File: config.mk
export PLATFORM = sky130hd
export DESIGN_NAME = word_unpack_fsm
export DESIGN_NICKNAME = d
export VERILOG_FILES = /design/src/rtl/word_unpack_fsm.sv
export SDC_FILE = /design/constraint.sdc
export NUM_CORES = 1
export LEC_CHECK = 0
export ABC_AREA = 0
export BUFFER_PORTS_ARGS = -buffer_cell sky130_fd_sc_hd__buf_4
export CAP_MARGIN = 10
export CORE_MARGIN = 3
export CORE_UTILIZATION = 61
export CTS_CLUSTER_DIAMETER = 50
export DETAILED_ROUTE_END_ITERATION = 12
export GPL_TIMING_DRIVEN = 0
export PLACE_DENSITY_LB_ADDON = 0.05
export SYNTH_ARGS = -nofsm -noshare
export SYNTH_HDL_FRONTEND = slang
export SYNTH_HIERARCHICAL = 1
export SYNTH_SLANG_ARGS = --single-unit
File: constraint.sdc
create_clock -name clk -period 4.2 [get_ports clk]
set_clock_uncertainty 0.2 [all_clocks]
set_input_delay 0.42 -clock clk [delete_from_list [all_inputs] [get_ports clk]]
set_output_delay 0.42 -clock clk [all_outputs]
set_load 0.005 [all_outputs]
File: src/rtl/word_unpack_fsm.sv
// word_unpack_fsm: unpacks 16-bit words from an input RAM into byte pairs.
// Optional build macro WORD_UNPACK_BIG_ENDIAN_EN selects high byte first.

// Dual-port RAM: synchronous write, asynchronous read, no reset on contents.
module ram_dp_async_read #(
  parameter int AW = 4,
  parameter int DW = 16
) (
  input  logic          clk,
  input  logic          we_i,
  input  logic [AW-1:0] waddr_i,
  input  logic [DW-1:0] wdata_i,
  input  logic [AW-1:0] raddr_i,
  output logic [DW-1:0] rdata_o
);

  logic [DW-1:0] mem_q [2**AW];

  // Write port: one word per clock when enabled.
  always_ff @(posedge clk) begin
    if (we_i) mem_q[waddr_i] <= wdata_i;
  end

  assign rdata_o = mem_q[raddr_i];

endmodule

module word_unpack_fsm #(
  parameter int N_WORDS = 16,
  parameter int WAW     = 4,
  parameter int BAW     = 5
) (
  input  logic           clk,
  input  logic           rst_n,
  input  logic           ram_in_we,
  input  logic [WAW-1:0] ram_in_addr_wr,
  input  logic [15:0]    ram_in_data_wr,
  input  logic [BAW-1:0] ram_out_addr_rd,
  output logic [7:0]     ram_out_data_rd,
  input  logic           start_in,
  output logic           busy_out,
  output logic           done_out
);

  typedef enum logic [1:0] {
    IDLE,
    READ_WORD,
    WRITE_LO,
    WRITE_HI
  } state_t;

  localparam logic [WAW-1:0] LAST = WAW'(N_WORDS - 1);

  state_t         state_q, state_d;
  logic [WAW-1:0] ptr_q, ptr_d;
  logic [15:0]    buf_q, buf_d;
  logic           done_q, done_d;

  logic           in_we;
  logic [15:0]    in_rdata;
  logic           out_we;
  logic [BAW-1:0] out_addr;
  logic [7:0]     out_data;
  logic [7:0]     even_byte;
  logic [7:0]     odd_byte;

  assign busy_out = (state_q != IDLE);
  assign done_out = done_q;

  // Host writes are dropped while a run is using the input RAM.
  assign in_we = ram_in_we & ~busy_out;

`ifdef WORD_UNPACK_BIG_ENDIAN_EN
  assign even_byte = buf_q[15:8];
  assign odd_byte  = buf_q[7:0];
`else
  assign even_byte = buf_q[7:0];
  assign odd_byte  = buf_q[15:8];
`endif

  ram_dp_async_read #(
    .AW(WAW),
    .DW(16)
  ) u_ram_in (
    .clk    (clk),
    .we_i   (in_we),
    .waddr_i(ram_in_addr_wr),
    .wdata_i(ram_in_data_wr),
    .raddr_i(ptr_q),
    .rdata_o(in_rdata)
  );

  ram_dp_async_read #(
    .AW(BAW),
    .DW(8)
  ) u_ram_out (
    .clk    (clk),
    .we_i   (out_we),
    .waddr_i(out_addr),
    .wdata_i(out_data),
    .raddr_i(ram_out_addr_rd),
    .rdata_o(ram_out_data_rd)
  );

  // State, pointer, word buffer and completion flag registers.
  always_ff @(posedge clk) begin
    if (!rst_n) begin
      state_q <= IDLE;
      ptr_q   <= '0;
      buf_q   <= '0;
      done_q  <= 1'b0;
    end else begin
      state_q <= state_d;
      ptr_q   <= ptr_d;
      buf_q   <= buf_d;
      done_q  <= done_d;
    end
  end

  // Next-state logic and output RAM write control.
  always_comb begin
    state_d  = state_q;
    ptr_d    = ptr_q;
    buf_d    = buf_q;
    done_d   = done_q;
    out_we   = 1'b0;
    out_addr = {ptr_q, 1'b0};
    out_data = even_byte;
    unique case (state_q)
      IDLE: begin
        if (start_in) begin
          done_d  = 1'b0;
          ptr_d   = '0;
          state_d = READ_WORD;
        end
      end
      READ_WORD: begin
        buf_d   = in_rdata;
        state_d = WRITE_LO;
      end
      WRITE_LO: begin
        out_we   = 1'b1;
        out_addr = {ptr_q, 1'b0};
        out_data = even_byte;
        state_d  = WRITE_HI;
      end
      WRITE_HI: begin
        out_we   = 1'b1;
        out_addr = {ptr_q, 1'b1};
        out_data = odd_byte;
        if (ptr_q == LAST) begin
          done_d  = 1'b1;
          state_d = IDLE;
        end else begin
          ptr_d   = ptr_q + 1'b1;
          state_d = READ_WORD;
        end
      end
      default: state_d = IDLE;
    endcase
  end

endmodule

==> metrics.cfg, run 1 <==
[outcome]
status = complete, no violations

[cts]
cts_num_sinks = 535
clockBufferDepth = 3
h-tree-depth = 2
insertion_delay_ps = 560
numCtsBuffers = 52
cts_tree = done
root_buffer = clkbuf_16
hold_buffers = 17
clkSlewWorstSetupHoldPaths_ps = 60
cts_setup_buffers = 0
ctsResizeCount = 0

[floorplan]
dieWidth_um = 191
top_level_ports = 39
coreArea_mm2 = 0.0330
initial_core_util_pct = 62.9
die_y_um = 191
fp-row-count = 66
dieArea_mm2 = 0.0363

[routing]
top_layer_used = met4
num_vias = 9789
avgRoutedWirePerCell_um = 28.3
viasPerCell = 6.36
routed-wl-met2_mm = 22.9
drc_errors = 0
dr.pass1.iters = 5
dr.first_iter.drc_count = 1001
drtAntennaViolNets = 0
wl_met3_mm = 2.33
met1_length_mm = 17.1
wirelength_mm = 43.5

[critical_path]
crit_type = input port to primary output
critPathLaunchType = input port
endpoint_kind = primary output
arrival_ps = 3030
cp.required_ps = 3580
critPathMaxFanout = 10

[placement]
io_buffers = 33
place.gp.congestion = 0.768
pre_cts_slack_ps = 545
hpwlAfterDp_mm = 28.5

[power_and_ir_drop]
p_total_mw = 11.5
p_per_area_mw_per_mm2 = 486
p_leak_nw = 7.45
peakVddDrop_mv = 0.417

[final_layout]
diodes = 0
final_nets = 1095
layout-drive-gt1-share_pct = 28.1
area_delta_synth_final_pct = 13.7

[logic_synthesis]
synthAdderAreaFrac_pct = 0.361
synth_compound_area_share_pct = 1.57
ys_seq_area_share_pct = 76.2
async_flop_share_pct = 0
synth_edf_count = 512
synth-seq-cells = 535
synthSimpleGateAreaFrac_pct = 3.04
netlist_area_mm2 = 0.0208
syn_inst = 937
synth_cell_type_count = 40
syn_nets = 972
avgSynthCellArea_um2 = 22.2
synth_xor_area_share_pct = 0
ys.flop_type = edfxtp_1
muxShareOfSynthArea_pct = 17.5
synth_top_family_by_area = multiplexers
ys.warnings.count = 6

[sta]
finalWorstSetupSlack_ps = 552
tightest_slew_ps = 1070
setup_violations = 0
hold_violations = 0
rsz0062_at_grt = no
finalCritPeriodShare_pct = 86.8
fin_crit_ps = 3650
slew_viol_final = 0
fmax_mhz = 274
slew_headroom_pct = 28.1

[flow_run]
maxCapViolCount = 0

[hold_path]
hold_class = input port to flop

[global_route]
grt_pass1_vias = 10200
antenna_found_initial = 0
track_usage_pct = 24.9
grt_pass1_wl_mm = 65.3
grt-ovfl-total = 0
grt_max_degree = 33

-- final timing paths --
kind | from | to | slack, ps | depth (start not counted)
worst max-delay path | ram_out_addr_rd[2] | ram_out_data_rd[4] | 550 | 6
worst max register to register | state_q[1] | u_ram_out/mem_q[20][1] | 910 | 7
worst min register to register | buf_q[10] | buf_q[10] | 320 | 2
worst min-delay path | ram_in_addr_wr[0] | u_ram_in/mem_q[0][14] | 110 | 2
-- Yosys cell counts, types with 2 or more instances --
cell type	instances	area, µm²
mux2i_1	17	170
and2_1	2	12.5
buf_6	5	56.3
buf_1	9	33.8
nand2_1	21	78.8
mux4_2	134	3020
a21boi_0	3	22.5
dfxtp_1	23	460
nor3_1	4	20.0
or3b_2	4	35.0
nand2b_1	3	18.8
buf_4	12	90.1
a22oi_1	33	248
nand3_1	6	30.0
nor2b_1	20	125
ha_1	6	75.1
mux4_1	10	263
buf_2	5	25.0
nand3b_1	7	52.6
nor2_1	50	188
mux2_2	16	180
edfxtp_1	512	15400
clkbuf_1	16	60.1
inv_1	3	11.3
-- layout make-up --
type	count	area (µm²)
Timing Repair Buffer	69	748
Clock inverter	13	56.3
Multi-Input combinational cell	352	4710
Sequential cell	535	15800
Buffer	47	265
Fill cell	1920	9410
Tap cell	442	553
Inverter	3	11.3
Clock buffer	79	1430
-- cells by family (layout without fill, tap and decap cells) --
kind of cell | Yosys count | count (layout)
flip-flops | 535 | 535
multiplexers | 177 | 177
AND/OR/NAND/NOR | 126 | 126
buffers and inverters | 50 | 211
AO/OA/AOI/OAI | 43 | 43
adder cells (fa/ha/maj) | 6 | 6
-- routing by layer --
metal | GRT usage (%) | vias up
li1 | - | 4176
met1 | 34.0 | 5186
met2 | 43.1 | 348
met3 | 3.55 | 79
met4 | 6.89 | 0
met5 | 0 | -
-- per-stage QoR --
step / hold WS, ps / utilization, % / cells / cell area [µm²] / setup TNS [ps]
2_1_floorplan: 277 / - / 937 / 20800 / 0
3_3_place_gp: 294 / 65.3 / 1412 / 21600 / -7180
3_5_place_dp: 305 / 66.5 / 1431 / 22000 / 0
4_1_cts: 83.7 / 71.5 / 1540 / 23600 / 0
5_1_grt: 109 / 71.5 / 1540 / 23600 / 0
6_report: 114 / 71.5 / 1540 / 23600 / 0
-- report_power, final --
part	switching, mW	internal, mW
Combinational	0.697	0.435
Clock	1.79	2.33
Sequential	0.0514	6.18
-- registers in the layout (all words and copies together) (netlist names) --
| name | cells |
|---|---|
| u_ram_out/mem_q | 256 |
| u_ram_in/mem_q | 256 |
| state_q | 2 |
| done_out | 1 |
| buf_q | 16 |
| ptr_q | 4 |
-- placed cells by master (no fill, tap or decap), types with 2 or more instances in the layout --
cell / count
nand2b_1: 3
clkinv_1: 7
dfxtp_1: 23
mux2i_1: 17
clkinv_2: 6
mux4_1: 10
and2_1: 2
edfxtp_1: 512
nand3_1: 6
mux2_2: 16
buf_8: 5
a22oi_1: 33
nor2b_1: 20
ha_1: 6
dlygate4sd3_1: 17
buf_2: 5
nor2_2: 12
nor3_2: 4
a21boi_0: 3
buf_1: 9
clkbuf_1: 41
buf_4: 45
nand3b_1: 7
buf_16: 6
nor2_1: 38
or3b_2: 4
clkbuf_16: 53
buf_6: 13
nand2_1: 21
mux4_2: 134
inv_1: 3
-- worst max-delay path, stage by stage --
cell and delay, ps:
clkbuf_1 480, clkbuf_1 680, mux4_2 480, mux4_2 530, mux2_2 290, buf_4 140
No activity file was read; power rests on OpenSTA's default activity.
==> inputs of run 2 (changes only) <==
Settings changed: ABC_AREA 0 to 1, CAP_MARGIN 10 to not set.
==> run 2 against run 1 <==
Compared with the run above: total power up 25%; sequential cell count unchanged; wire length rose by 33%; fmax grew 11%; largest power group unchanged.
==> metrics.cfg, run 2 <==
[outcome]
status = complete, no violations

[hold_path]
hold_class = input port to flop

[sta]
setup_violations = 0  ; unchanged
finalWorstSetupSlack_ps = 924  ; +372 ps
fin_setup_tns_ps = 0  ; unchanged
hold_slack_ps = 249  ; +135 ps
rsz0062_at_grt = no
fmax_mhz = 305  ; +11%
hold_violations = 0  ; unchanged
slew_viol_final = 0  ; unchanged
finalCritPeriodShare_pct = 78.0  ; -8.9 points
fin_crit_ps = 3280  ; -372 ps
tightest_slew_ps = 1360  ; +285 ps
slew_headroom_pct = 9.28  ; -19 points

[critical_path]
crit_type = flop to flop
cp.required_ps = 4210  ; +630 ps
cp_slowest_cell = nor2_1
critPathMaxFanout = 10  ; unchanged
endpoint_kind = flop
arrival_ps = 3290  ; +260 ps
slowest_delay_ps = 920  ; +240 ps
critPathLaunchType = flop
worstPathCellList = ha_1 > buf_6 > buf_2 > or2_2 > nand3_1 > nor2_1

[power_and_ir_drop]
share_comb_of_total_power_pct = 22.5  ; +13 points
pwr-share-clk_pct = 32.2  ; -3.7 points
peakVddDrop_mv = 0.444  ; +6.3%
pwr-share-seq_pct = 45.3  ; -9.0 points
p_switching_mw = 4.32  ; +70%
p_total_mw = 14.4  ; +25%
switching_share_pct = 30.1  ; +8.0 points
p_int_mw = 10.0  ; +12%
p_leak_nw = 10.4  ; +40%
p_per_area_mw_per_mm2 = 556  ; +14%

[cts]
insertion_delay_ps = 590  ; +30 ps
cts_tree = done
numCtsBuffers = 55  ; +5.8%
h-tree-depth = 2  ; unchanged
cts_setup_buffers = 0  ; unchanged
root_buffer = clkbuf_16
clockBufferDepth = 3  ; unchanged
clkSlewWorstSetupHoldPaths_ps = 60  ; about the same
cts_num_sinks = 535  ; unchanged

[global_route]
track_usage_pct = 29.5  ; +4.6 points
grt_pass1_vias = 14900  ; +47%
grt-ovfl-total = 0  ; unchanged
grt_pass1_wl_mm = 86.2  ; +32%
antenna_found_initial = 0  ; unchanged
grt_max_degree = 33  ; unchanged

[logic_synthesis]
yosys-top-cells-count = 746 x nand2_1, 512 x edfxtp_1, 400 x nand3_1
post-synth-top-area-cell = edfxtp_1
synth.area.top_cells = edfxtp_1 67%, nand2_1 12%, nand3_1 8.8%
ys.flop_type = edfxtp_1
async_flop_share_pct = 0  ; unchanged
netlist_area_mm2 = 0.0228  ; +9.9%
syn_nets = 2175  ; +120%
synth-seq-cells = 535  ; unchanged
ys.warnings.count = 6  ; unchanged
netlist.area_leader.share_pct = 67.3  ; -6.7 points
yosysMostFrequentCell = nand2_1
synth_cell_type_count = 23  ; -43%
synth_edf_count = 512  ; unchanged
syn_inst = 2140  ; +130%
avgSynthCellArea_um2 = 10.7  ; -52%
ys_seq_area_share_pct = 69.3  ; -6.9 points

[routing]
viasPerCell = 5.59  ; -12%
dr.pass1.iters = 6  ; +1
wirelength_mm = 57.7  ; +33%
dr.first_iter.drc_count = 1369  ; +37%
avgRoutedWirePerCell_um = 20.8  ; -26%
drtAntennaViolNets = 0  ; unchanged
num_vias = 15500  ; +58%
drc_errors = 0  ; unchanged

[final_layout]
layout_commonest_cell = nand2_1
layout-drive-gt1-share_pct = 10.5  ; -18 points
layout_common_cells = 744 x nand2_1, 512 x edfxtp_1, 400 x nand3_1, 214 x inv_1, 72 x nor2_1
diodes = 0  ; unchanged
register_area_mm2 = 0.0158  ; unchanged
final_nets = 2295  ; +110%
area_delta_synth_final_pct = 13.0
postLayoutCoreUtil_pct = 70.1  ; -1.4 points
fin_cells = 2772  ; +80%
largestRegisters = u_ram_in/mem_q (256), u_ram_out/mem_q (256), buf_q (16)
multiInputGateArea_mm2 = 0.00548  ; +16%
num-fill-cells = 2713  ; +41%
final_area_mm2 = 0.0258  ; +9.3%

[floorplan]
die_y_um = 199  ; +4.7%
dieWidth_um = 199  ; +4.7%
coreArea_mm2 = 0.0368  ; +11%
fp-row-count = 70  ; +6.1%
dieArea_mm2 = 0.0398  ; +9.6%
top_level_ports = 39  ; unchanged
initial_core_util_pct = 62.1  ; -0.82 points

[placement]
pre_cts_slack_ps = 977  ; +431 ps
place.gp.congestion = 0.921  ; +20%
io_buffers = 35  ; +6.1%
dpl_cell_area_mm2 = 0.0239  ; +8.8%
hpwlAfterDp_mm = 38.3  ; +34%
dp.cells = 2653  ; +85%

[flow_run]
maxCapViolCount = 0  ; unchanged

run 2: cell count changes in the layout (fill, tap and decap cells not counted), moves of 16 or more:
cell	change
mux4_2	-134
mux2i_1	-17
nor2_1	+34
inv_1	+211
a22oi_1	-33
nor2b_1	-20
nand3_1	+394
o21ai_0	+18
nand2_1	+723
buf_6	+16
buf_2	+32
mux2_2	-16
run 2: cell type report:
class	instances	area share [%]
buffer	109	2.90
clock buffer	75	5.94
clock inverter	26	0.742
inverter	221	3.22
multi-input combinational	1275	21.2
sequential	535	61.4
tap	468	2.27
timing repair buffer	63	2.33
run 2: cells by family after synthesis:
group / share of synthesized area [%]
buf+inv: 6.93
flops: 69.3
simple gates: 22.9
fa+ha+maj: 0.329
compound gates: 0.526
run 2: power by group through the flow:
stage          clock network, mW  logic [mW]  registers [mW]
2_1_floorplan                  0        2.00            6.57
3_3_place_gp                   0        3.07            6.63
3_5_place_dp                   0        3.18            6.62
4_1_cts                     4.69        3.21            6.51
5_1_grt                     4.91        3.53            6.53
6_report                    4.62        3.22            6.51
run 2: final timing paths:
check / from / endpoint / slack [ps] / depth (start not counted)
setup reg to reg: state_q[0] / u_ram_out/mem_q[3][4] / 920 / 6
setup / recovery: state_q[0] / u_ram_out/mem_q[3][4] / 920 / 6
hold reg to reg: done_out / done_out / 260 / 2
hold / removal: ram_in_addr_wr[0] / u_ram_in/mem_q[12][12] / 250 / 4
run 2: critical path, delay by kind of cell, from the launching register on:
family                   cells  cell delay [ps]
AND/OR/NAND/NOR              3             1570
buffers and inverters        2              410
flip-flops                   1              400
adder cells (fa/ha/maj)      1              310
run 2: timing repair:
| action | in CTS | in global routing |
|---|---|---|
| endpoints found under the hold margin | 232 | 0 |
| resized for setup | 0 | 0 |
| hold buffers | 18 | 0 |
run 2: layer usage:
layer	up-vias	GRT usage [%]	part of all wire, %
met2	663	51.4	50
met4	0	12.9	4.5
met5	-	0	0
met3	129	4.25	7.5
met1	7356	37.2	38
li1	7356	-	-
==> inputs of run 3 (changes only) <==
Clock period 4.2 ns to 3.1 ns, I/O delays scaled along.
==> run 3 against run 2 <==
Compared with the run above: the flow now finishes with violations (negative setup slack); total power grew 36%; cell area is 0.28% higher; combinational power grew 36%; sequential cell count stayed put; worst hold slack lost 110 ps; global-route usage unchanged; critical path depth did not move; first-iteration DRC count increased by 0.29%; count of clock-buffer cells in the layout stayed put; clock power rose by 35%; core utilization rose by 0.20 points; critical endpoint is now u_ram_out/mem_q[11][5]; largest cell class unchanged.
==> metrics.cfg, run 3 (same netlist as run 2, synthesis figures left out) <==
[cts]
insertion_delay_ps = 590  ; about the same
root_buffer = clkbuf_16
clkSlewWorstSetupHoldPaths_ps = 60  ; about the same
cts_tree = done
cts_num_sinks = 535  ; unchanged
numCtsBuffers = 55  ; unchanged
h-tree-depth = 2  ; unchanged
cts_setup_buffers = 0  ; unchanged
clockBufferDepth = 3  ; unchanged

[global_route]
grt_pass1_vias = 14900  ; +0.060%
grt-ovfl-total = 0  ; unchanged
grt_pass1_wl_mm = 86.2  ; about the same
antenna_found_initial = 0  ; unchanged
track_usage_pct = 29.5  ; unchanged
grt_max_degree = 33  ; unchanged

[sta]
setup_violations = 59  ; +59
tightest_slew_ps = 1350  ; -9.69 ps
slew_headroom_pct = 9.93  ; +0.65 points
fmax_mhz = 313  ; +2.5%
finalWorstSetupSlack_ps = -97.4  ; -1020 ps
finalCritPeriodShare_pct = 103  ; +25 points
hold_violations = 0  ; unchanged
fin_crit_ps = 3200  ; -78.5 ps
slew_viol_final = 0  ; unchanged
fin_setup_tns_ps = -2590  ; -2590 ps
rsz0062_at_grt = yes

[hold_path]
worstHoldStart = ram_in_addr_wr[2]
hold_class = input port to flop
hold_end = u_ram_in/mem_q[14][12]
worstHoldPathCells = 3  ; -1

[routing]
avgRoutedWirePerCell_um = 20.8  ; -0.29%
dr.pass1.iters = 6  ; unchanged
drtAntennaViolNets = 0  ; unchanged
dr.first_iter.drc_count = 1373  ; +0.29%
viasPerCell = 5.58  ; -0.24%
num_vias = 15500  ; -0.24%
drc_errors = 0  ; unchanged
wirelength_mm = 57.6  ; -0.29%

[power_and_ir_drop]
share_comb_of_total_power_pct = 22.5  ; about the same
pwr-share-clk_pct = 32.2  ; about the same
p_total_mw = 19.5  ; +36%
peakVddDrop_mv = 0.601  ; +35%
p_switching_mw = 5.87  ; +36%
switching_share_pct = 30.2  ; +0.054 points
p_leak_nw = 10.4  ; about the same
pwr-share-seq_pct = 45.3  ; about the same
p_int_mw = 13.6  ; +36%
p_per_area_mw_per_mm2 = 752  ; +35%

[final_layout]
final_nets = 2295  ; unchanged
diodes = 0  ; unchanged
largestRegisters = u_ram_in/mem_q (256), u_ram_out/mem_q (256), buf_q (16)
layout-drive-gt1-share_pct = 11.5  ; +1.1 points
area_delta_synth_final_pct = 13.3
layout_common_cells = 744 x nand2_1, 512 x edfxtp_1, 400 x nand3_1, 214 x inv_1
layout_commonest_cell = nand2_1

[floorplan]
die_y_um = 199  ; unchanged
dieArea_mm2 = 0.0398  ; unchanged
fp-row-count = 70  ; unchanged
dieWidth_um = 199  ; unchanged
coreArea_mm2 = 0.0368  ; unchanged
top_level_ports = 39  ; unchanged
initial_core_util_pct = 62.1  ; unchanged

[critical_path]
r2r_end = u_ram_out/mem_q[11][5]
r2r-start = state_q[0]
cp.required_ps = 3110  ; -1100 ps
critPathMaxFanout = 10  ; unchanged
arrival_ps = 3210  ; -80 ps
reg2reg_slack_ps = -100  ; -1020 ps
crit_start = state_q[0]
endpoint_kind = flop
crit_type = flop to flop
critPathLaunchType = flop
reg2regPathDepth = 6  ; unchanged

[flow_run]
maxCapViolCount = 0  ; unchanged

[placement]
place.gp.congestion = 0.921  ; unchanged
pre_cts_slack_ps = -123  ; -1100 ps
io_buffers = 35  ; unchanged
hpwlAfterDp_mm = 38.3  ; unchanged

[outcome]
status = finished with violations
violations = negative setup slack

run 3: timing repair:
action	4_1_cts	5_1_grt
endpoints found under the hold margin	270	0
hold buffers	18	0
endpoints found under the setup margin	112	220
gates resized for setup	7	20
gates cloned	0	0
run 3: worst max path at each step:
stage	to	slack (ps)	depth (start not counted)
after floorplan	u_ram_out/mem_q[0][4]	250	4
after global placement	u_ram_out/mem_q[26][4]	-2290	4
after detailed placement	u_ram_out/mem_q[3][1]	-120	6
after CTS	u_ram_out/mem_q[11][5]	-90	6
after global routing	u_ram_out/mem_q[27][5]	-220	6
final	u_ram_out/mem_q[11][5]	-100	6
run 3: cell type report:
type,instances,area (µm²)
Sequential cell,535,15800
Fill cell,2714,10900
Multi-Input combinational cell,1275,5550
Clock buffer,75,1530
Inverter,221,832
Buffer,109,749
Timing Repair Buffer,63,602
Tap cell,468,586
Clock inverter,26,191
run 3: stage by stage:
step | hold slack, ps | cells | instance area, µm² | util [%]
global placement | 239 | 2643 | 23700 | 64.4
CTS | 79.0 | 2772 | 25800 | 70.2
floorplan | 209 | 2140 | 22800 | -
detailed placement | 259 | 2653 | 23900 | 64.9
finish | 139 | 2772 | 25900 | 70.3
global route | 118 | 2772 | 25900 | 70.3
run 3: worst max-delay path, cell delays in order (launching register included):
cell and delay (ps):
dfxtp_1 400, ha_1 300, buf_6 170, buf_2 230, or2_2 200, nand3_1 450
nor2_1 860
run 3: power by group through the flow:
stage	combinational (mW)	sequential, mW	clock [mW]
after floorplan	2.71	8.90	0
after global placement	4.16	8.98	0
after detailed placement	4.30	8.97	0
after CTS	4.36	8.82	6.36
after global routing	4.82	8.84	6.66
final	4.39	8.82	6.26
run 3: per-layer routing:
layer	part of all wire [%]	vias to the layer above	wire length, µm	track usage, %
met5	0	-	0	0
met4	4.2	0	2430	12.9
met3	7.1	119	4100	4.25
met2	51	644	29200	51.4
met1	38	7343	21800	37.2
li1	-	7361	-	-
